===== src/rtl/aes_inv_mixcol_seq_pkg.sv =====
`default_nettype none
// +--------------------------------------------------------------------------+
// | Module   : aes_inv_mixcol_seq_pkg                                         |
// | Purpose  : Shared definitions for the column-serial AES inverse round     |
// |            tail: geometry constants, FSM encoding and GF(2^8) helpers.    |
// |            The GF helpers are shared with the forward MixColumns path.    |
// | Ports    : none (package)                                                 |
// | Revision : 1.0  initial release                                           |
// +--------------------------------------------------------------------------+
package aes_inv_mixcol_seq_pkg;

   // AES-128 geometry. These values are fixed and must not be changed.
   localparam int NCOL = 4;
   localparam int COLW = 32;

   // Low byte of the reduction polynomial x^8 + x^4 + x^3 + x + 1 (0x11b).
   localparam logic [7:0] AES_POLY = 8'h1b;

   // Code 2'd3 is unused; the FSM sends it back to IDLE.
   typedef enum logic [1:0] {
      ST_IDLE = 2'd0,
      ST_BUSY = 2'd1,
      ST_DONE = 2'd2
   } state_t;

   // Multiply by x, reducing modulo the AES polynomial.
   function automatic logic [7:0] gf_xtime(input logic [7:0] a);
      return {a[6:0], 1'b0} ^ (a[7] ? AES_POLY : 8'h00);
   endfunction

   // The constant multiplies below use only the xtime chain x2, x4, x8.
   function automatic logic [7:0] gf_mul09(input logic [7:0] a);
      logic [7:0] x2, x4, x8;
      x2 = gf_xtime(a);
      x4 = gf_xtime(x2);
      x8 = gf_xtime(x4);
      return x8 ^ a;
   endfunction

   function automatic logic [7:0] gf_mul0b(input logic [7:0] a);
      logic [7:0] x2, x4, x8;
      x2 = gf_xtime(a);
      x4 = gf_xtime(x2);
      x8 = gf_xtime(x4);
      return x8 ^ x2 ^ a;
   endfunction

   function automatic logic [7:0] gf_mul0d(input logic [7:0] a);
      logic [7:0] x2, x4, x8;
      x2 = gf_xtime(a);
      x4 = gf_xtime(x2);
      x8 = gf_xtime(x4);
      return x8 ^ x4 ^ a;
   endfunction

   function automatic logic [7:0] gf_mul0e(input logic [7:0] a);
      logic [7:0] x2, x4, x8;
      x2 = gf_xtime(a);
      x4 = gf_xtime(x2);
      x8 = gf_xtime(x4);
      return x8 ^ x4 ^ x2;
   endfunction

endpackage
`default_nettype wire


===== src/rtl/aes_inv_mixcol_seq_mix.sv =====
`default_nettype none
// +--------------------------------------------------------------------------+
// | Module   : aes_inv_mix_column                                             |
// | Purpose  : Combinational InvMixColumns for one 32-bit AES column.         |
// |            Row 0 sits in the MSB byte.                                    |
// | Ports    : i_Col [31:0]  input column                                     |
// |            o_Col [31:0]  transformed column                               |
// | Revision : 1.0  initial release                                           |
// +--------------------------------------------------------------------------+
module aes_inv_mix_column
   import aes_inv_mixcol_seq_pkg::*;
(
   input  logic [COLW-1:0] i_Col,
   output logic [COLW-1:0] o_Col
);

   logic [7:0] a0, a1, a2, a3;
   logic [7:0] r0, r1, r2, r3;

   always_comb begin
      a0 = i_Col[31:24];
      a1 = i_Col[23:16];
      a2 = i_Col[15:8];
      a3 = i_Col[7:0];
      // r_i = 0e*a_i ^ 0b*a_(i+1) ^ 0d*a_(i+2) ^ 09*a_(i+3)
      r0 = gf_mul0e(a0) ^ gf_mul0b(a1) ^ gf_mul0d(a2) ^ gf_mul09(a3);
      r1 = gf_mul0e(a1) ^ gf_mul0b(a2) ^ gf_mul0d(a3) ^ gf_mul09(a0);
      r2 = gf_mul0e(a2) ^ gf_mul0b(a3) ^ gf_mul0d(a0) ^ gf_mul09(a1);
      r3 = gf_mul0e(a3) ^ gf_mul0b(a0) ^ gf_mul0d(a1) ^ gf_mul09(a2);
      o_Col = {r0, r1, r2, r3};
   end

endmodule
`default_nettype wire


===== src/rtl/aes_inv_mixcol_seq.sv =====
`default_nettype none
// +--------------------------------------------------------------------------+
// | Module   : aes_inv_mixcol_seq                                             |
// | Purpose  : Column-serial AES-128 decryption round tail: AddRoundKey then  |
// |            InvMixColumns (skipped when bypassed, for the last round).     |
// |            One column per clock through a single shared column unit.      |
// | Ports    : i_Clk        clock, rising edge                                |
// |            i_Rstn       synchronous active-low reset                      |
// |            i_Valid      input state/key valid                             |
// |            o_Ready      block can accept (IDLE only)                      |
// |            i_State      128-bit state, column c = [127-32c -: 32]         |
// |            i_RoundKey   128-bit round key, same layout                    |
// |            i_Bypass     1: output is State ^ Key only                     |
// |            o_Valid      result valid, held until accepted                 |
// |            i_Ready      downstream accepts o_State                        |
// |            o_State      registered 128-bit result                         |
// | Revision : 1.0  initial release                                           |
// +--------------------------------------------------------------------------+
module aes_inv_mixcol_seq
   import aes_inv_mixcol_seq_pkg::*;
(
   input  logic                 i_Clk,
   input  logic                 i_Rstn,
   input  logic                 i_Valid,
   output logic                 o_Ready,
   input  logic [NCOL*COLW-1:0] i_State,
   input  logic [NCOL*COLW-1:0] i_RoundKey,
   input  logic                 i_Bypass,
   output logic                 o_Valid,
   input  logic                 i_Ready,
   output logic [NCOL*COLW-1:0] o_State
);

   state_t              state, next_state;
   logic [1:0]          col_cnt;
   logic                bypass_q;
   logic [COLW-1:0]     st_q   [NCOL];
   logic [COLW-1:0]     key_q  [NCOL];
   logic [COLW-1:0]     res_q  [NCOL];

   logic [COLW-1:0]     col_in;
   logic [COLW-1:0]     col_mixed;
   logic [COLW-1:0]     col_new;
   logic [NCOL*COLW-1:0] res_full;

   // ---------------------------------------------------------------- FSM
   always_ff @(posedge i_Clk) begin
      if (!i_Rstn) begin
         state <= ST_IDLE;
      end else begin
         state <= next_state;
      end
   end

   always_comb begin
      next_state = state;
      o_Ready    = 1'b0;
      o_Valid    = 1'b0;
      case (state)
         ST_IDLE: begin
            o_Ready = 1'b1;
            if (i_Valid) next_state = ST_BUSY;
         end
         ST_BUSY: begin
            if (col_cnt == 2'd3) next_state = ST_DONE;
         end
         ST_DONE: begin
            o_Valid = 1'b1;
            if (i_Ready) next_state = ST_IDLE;
         end
         default: next_state = ST_IDLE;
      endcase
   end

   // ------------------------------------------------ column mux and unit
   assign col_in = st_q[col_cnt] ^ key_q[col_cnt];

   aes_inv_mix_column u_mix (
      .i_Col (col_in),
      .o_Col (col_mixed)
   );

   assign col_new = bypass_q ? col_in : col_mixed;

   // Full result as it will look after this cycle's column is written;
   // used to load o_State on the last column so it never shows partials.
   always_comb begin
      res_full = '0;
      for (int c = 0; c < NCOL; c++) begin
         res_full[(NCOL-1-c)*COLW +: COLW] =
            (col_cnt == c[1:0]) ? col_new : res_q[c];
      end
   end

   // ----------------------------------------------------------- datapath
   always_ff @(posedge i_Clk) begin
      if (!i_Rstn) begin
         col_cnt  <= 2'd0;
         bypass_q <= 1'b0;
         o_State  <= '0;
         for (int c = 0; c < NCOL; c++) begin
            st_q[c]  <= '0;
            key_q[c] <= '0;
            res_q[c] <= '0;
         end
      end else begin
         case (state)
            ST_IDLE: begin
               if (i_Valid) begin
                  col_cnt  <= 2'd0;
                  bypass_q <= i_Bypass;
                  for (int c = 0; c < NCOL; c++) begin
                     st_q[c]  <= i_State[(NCOL-1-c)*COLW +: COLW];
                     key_q[c] <= i_RoundKey[(NCOL-1-c)*COLW +: COLW];
                  end
               end
            end
            ST_BUSY: begin
               res_q[col_cnt] <= col_new;
               // 2-bit counter wraps 3->0 on the same edge as BUSY->DONE.
               col_cnt        <= col_cnt + 2'd1;
               if (col_cnt == 2'd3) o_State <= res_full;
            end
            default: ;
         endcase
      end
   end

endmodule
`default_nettype wire


===== config.mk =====
export PLATFORM = sky130hd
export DESIGN_NAME = aes_inv_mixcol_seq
export DESIGN_NICKNAME = d
export VERILOG_FILES = /design/src/rtl/aes_inv_mixcol_seq_pkg.sv /design/src/rtl/aes_inv_mixcol_seq_mix.sv /design/src/rtl/aes_inv_mixcol_seq.sv
export SDC_FILE = /design/constraint.sdc
export NUM_CORES = 1
export LEC_CHECK = 0
export CAP_MARGIN = 25
export CORE_MARGIN = 5
export CORE_UTILIZATION = 40
export CTS_CLUSTER_DIAMETER = 80
export CTS_CLUSTER_SIZE = 30
export DETAILED_ROUTE_END_ITERATION = 12
export GPL_ROUTABILITY_DRIVEN = 0
export MAX_ROUTING_LAYER = met4
export SLEW_MARGIN = 20
export SYNTH_ARGS = -nofsm -noshare
export SYNTH_HDL_FRONTEND = slang
export SYNTH_HIERARCHICAL = 1
export SYNTH_SLANG_ARGS = --single-unit

===== constraint.sdc =====
create_clock -name i_Clk -period 15.74 [get_ports i_Clk]
set_clock_uncertainty 0.05 [all_clocks]
set_input_delay 3.148 -clock i_Clk [delete_from_list [all_inputs] [get_ports i_Clk]]
set_output_delay 3.148 -clock i_Clk [all_outputs]
set_load 0.02 [all_outputs]

### Word level (Yosys, flattened, before mapping)

Memory sizes are Yosys's and may differ from the RTL's. A register that Yosys moved wholly into a read port is not among the register bits.
Index checks and enable logic that the tools add are counted.

| cells by class | value |
|---|---|
| add/sub/neg operators | 1 |
| equal/unequal tests | 8 |
| multiplexer cells | 47 |
| bitwise logic cells | 57 |
| reductions and logical operators | 11 |

Operator list:

| cell | count |
|---|---|
| 2-to-1 mux 32 bit | 13 |
| XOR 8 bit | 44 |
| 2-to-1 mux 5 bit | 12 |
| OR reduction 32 bit | 1 |
| XOR 32 bit | 1 |
| XOR 8 x 5 -> 8 bit | 4 |
| 2-to-1 mux 2 bit | 9 |
| 2-to-1 mux 1 bit | 11 |
| bitwise OR 1 bit | 8 |
| == test 2 bit, second input constant | 3 |
| != test 2 bit, second input constant | 3 |
| one-hot mux 2 bit (3 select lines) | 1 |
| AND reduction 2 bit | 3 |
| == test 2 x 1 -> 1 bit, second input constant | 2 |
| logical NOT 2 bit | 2 |
| one-hot mux 2 bit (2 select lines) | 1 |
| logical NOT 1 bit | 3 |
| AND reduction 3 bit | 1 |
| adder 2 x 1 -> 2 bit, second input constant | 1 |
| nonzero test 2 bit | 1 |

| word-level totals | value |
|---|---|
| register bits after elaboration | 133 |
| bits in writable memories | 384 |
| word-level logic and storage cells | 131 |
| memories kept | 3 |

Memories:

| name | words | bits a word | rd ports | clocked after Yosys merged registers in | write ports | RTL line | text |
|---|---|---|---|---|---|---|---|
| key_q | 4 | 32 | 1 | 1 | 4 | aes_inv_mixcol_seq.sv:38 | `logic [COLW-1:0] key_q [NCOL];` |
| res_q | 4 | 32 | 3 | 3 | 4 | aes_inv_mixcol_seq.sv:39 | `logic [COLW-1:0] res_q [NCOL];` |
| st_q | 4 | 32 | 1 | 1 | 4 | aes_inv_mixcol_seq.sv:37 | `logic [COLW-1:0] st_q [NCOL];` |

### Longest topological paths before layout

| logic depth | value |
|---|---|
| depth in word-level cells | 14 |
| mapped depth | 11 |

### Cells and area by module

The synthesis kept the hierarchy.

By module, submodules not included:

| module | times used | cells each | area an instance (µm²) | seq. area each (µm²) |
|---|---|---|---|---|
| aes_inv_mixcol_seq | 1 | 1583 | 20377.0 | 13272.7 |
| aes_inv_mix_column | 1 | 218 | 2393.5 | 0.0 |

### Worst setup path after synthesis

OpenSTA, ideal clock, no wires.

| path | value |
|---|---|
| path type | input to register |
| start | input port i_Valid |
| end | memory key_q[0][0] (enable) |
| arrival | 9.792 ns |
| slack | 5.233 ns |
| stages | 3 |
| cell sequence | nor3b_4 buf_2 nand2b_1 |

RTL lines:

| element | RTL line | text |
|---|---|---|
| start, declared | aes_inv_mixcol_seq.sv:24 | `input logic i_Valid,` |
| end, declared | aes_inv_mixcol_seq.sv:38 |  |

==> metrics.cfg <==
[power_and_ir_drop]
ir_drop_uv=90.5
p_leak_nw=10.4
p_int_mw=2.57
p_per_area_nw_per_um2=144
pwr-share-comb=0.408
p_switching_mw=1.48
p_clk_frac=0.219
power_frac_seq=0.373
p_sw_frac=0.365

[layout]
layoutNonFillerInstCount=2873
area_growth_pct=23.9
layout_commonest_cell=clkdlybuf4s50_1
final_cell_mix=clkdlybuf4s50_1 (389), edfxtp_1 (352), xnor2_1 (262)
filler_cell_count=5003
finalNetCount=2347
design_area_sq_um=28200
drive_gt1_frac=0.0593

[setup_path]
setup.worst_path.start=i_Valid
cp_max_fo=258
endpoint_kind=flip-flop
crit_required_ps=15900
critPathKind=primary input to flip-flop
arrival_ps=6310
cp-start-kind=primary input

[logic_synthesis]
ys_ff_latch=487
ys.flop_type=edfxtp_1
async_reset_ff_frac=0
synth.net_count=2063
syn_inst=1801
synth_area_per_cell_sq_um=12.6
synth_edf_count=352
yosysWarnings=102
syn_area_sq_um=22800
ys_types=43
synth-seq-area-share=0.583

[cts]
cts_sinks=487
clk_pin_slew_ps=90
cts_max_level=1
clockBufferDepth=3
cts_made_buffers=28
postCtsSetupRepairBufs=0
clock_latency_ps=600
ctsHoldBuffers=0
cts_tree=done
root_buffer=clkbuf_16
cts_resized=0

[place]
placed_cells=2809
numPortBuffers=390
dpl_cell_area_sq_um=27100
hpwl_microns=44200

[global_routing]
grt_max_degree=259
track_usage=0.192
grt_pass1_wl_microns=91100
grt_pass1_vias=14600
grt_overflow_total=0
antenna_found_initial=9

[sta]
relSlewSlack=0.234
worst_slew_pin_slew_ps=1150
finalCritPeriodShare=0.391
finalSetupViolations=0
clock.fmax_ghz=0.163
rsz0062_at_grt=false
drv_slew=0
finalCriticalPeriod_ps=6150
hold_viol=0
tns_ps=0

[detailed_routing]
drc_errors=0
wl_microns=60400
wire_per_inst_microns=21.0
via_count=14600
firstDrtPassIters=8
drt_iter0_markers=1024
antenna_left=0
vias_per_cell=5.06

[run]
cap_viol_max_count=0

[hold_path]
min-delay-start=o_State[64]
hp-class=flip-flop to flip-flop

[floorplanning]
die_w_microns=249
num_rows=87
die_h_microns=249
die-area_sq_um=61800
core_sq_um=56400
pin_count=391
start_util=0.404

[run_status]
outcome=finished clean

[layout make-up]
type	instances	area (sq um)	area share
multi-input combinational	1126	8660	0.307
sequential	487	13300	0.471
tap	756	946	0.0335
inverter	33	124	0.00439
timing repair buffer	409	4110	0.146
clock buffer	31	743	0.0263
antenna	10	25.0	0.000887
clock inverter	21	333	0.0118
[layer usage]
| layer | wire length (microns) | up-vias | track usage | part of all wire |
|---|---|---|---|---|
| met5 | 0 | - | - | 0 |
| met4 | 743 | 0 | 0.0282 | 0.012 |
| met3 | 3500 | 46 | 0.0331 | 0.058 |
| met2 | 28500 | 417 | 0.305 | 0.47 |
| met1 | 27700 | 7040 | 0.269 | 0.46 |
| li1 | - | 7048 | - | - |
[through the flow]
stage	util	setup slack, ps	power (mW)	hold slack [ps]
final	0.500	9590	4.05	423
after floorplan	-	5230	2.71	446
after CTS	0.499	9630	4.07	424
after global routing	0.500	9360	4.23	443
after detailed placement	0.480	8990	3.19	410
after global placement	0.480	9070	3.17	410
[final timing paths]
| path | to | slack (ps) | depth (start not counted) |
|---|---|---|---|
| worst min-delay path | o_State[64] | 420 | 2 |
| worst max-delay path | st_q[3][23] | 9590 | 5 |
| worst max register to register | res_q[1][19] | 11160 | 9 |
| worst min register to register | o_State[64] | 420 | 2 |
[power by group through the flow]
| stage | Combinational [mW] | Sequential [mW] | Clock (mW) |
|---|---|---|---|
| after floorplan | 1.17 | 1.54 | 0 |
| after global placement | 1.63 | 1.54 | 0 |
| after detailed placement | 1.64 | 1.54 | 0 |
| after CTS | 1.65 | 1.51 | 0.913 |
| after global routing | 1.75 | 1.52 | 0.961 |
| final | 1.65 | 1.51 | 0.888 |
[cell usage after synthesis (2+ instances only)]
cell,number,area share
nand2_1,198,0.033
nor2b_1,4,0.0011
a21oi_1,33,0.0073
xnor3_2,3,0.0031
xor2_2,5,0.0036
dfxtp_1,135,0.12
buf_2,34,0.0075
xnor2_2,5,0.0036
buf_4,5,0.0016
a211oi_1,96,0.032
mux4_2,32,0.032
inv_1,33,0.0054
a21boi_0,96,0.032
nand2b_1,2,0.00055
clkbuf_1,98,0.016
buf_1,6,0.00099
xor2_1,25,0.0096
xnor3_1,24,0.024
nor2_1,35,0.0058
o221ai_1,32,0.012
xnor2_4,2,0.0024
xnor2_1,262,0.10
and3_1,256,0.070
buf_6,10,0.0049
edfxtp_1,352,0.46
[logic make-up after synthesis]
group | after synthesis | share of synthesized area
flops | 487 | 0.583
compound gates | 260 | 0.0839
simple gates | 504 | 0.114
mux | 33 | 0.0321
xor+xnor | 328 | 0.149
buf+inv | 188 | 0.0375
fa+ha+maj | 1 | 0.000549
[state kept, by name (all words and copies together), names as in the netlist, named ones only]
| name | flops |
|---|---|
| st_q | 128 |
| state | 2 |
| key_q | 128 |
| col_cnt | 2 |
| o_State | 128 |
| res_q | 96 |
| bypass_q | 1 |
[worst max-delay path: stages]
cell	delay, ps
clkdlybuf4s50_1	490
nor3b_4	230
buf_12	520
nand2b_4	840
buf_12	650
(Power assumes the default switching activity.)
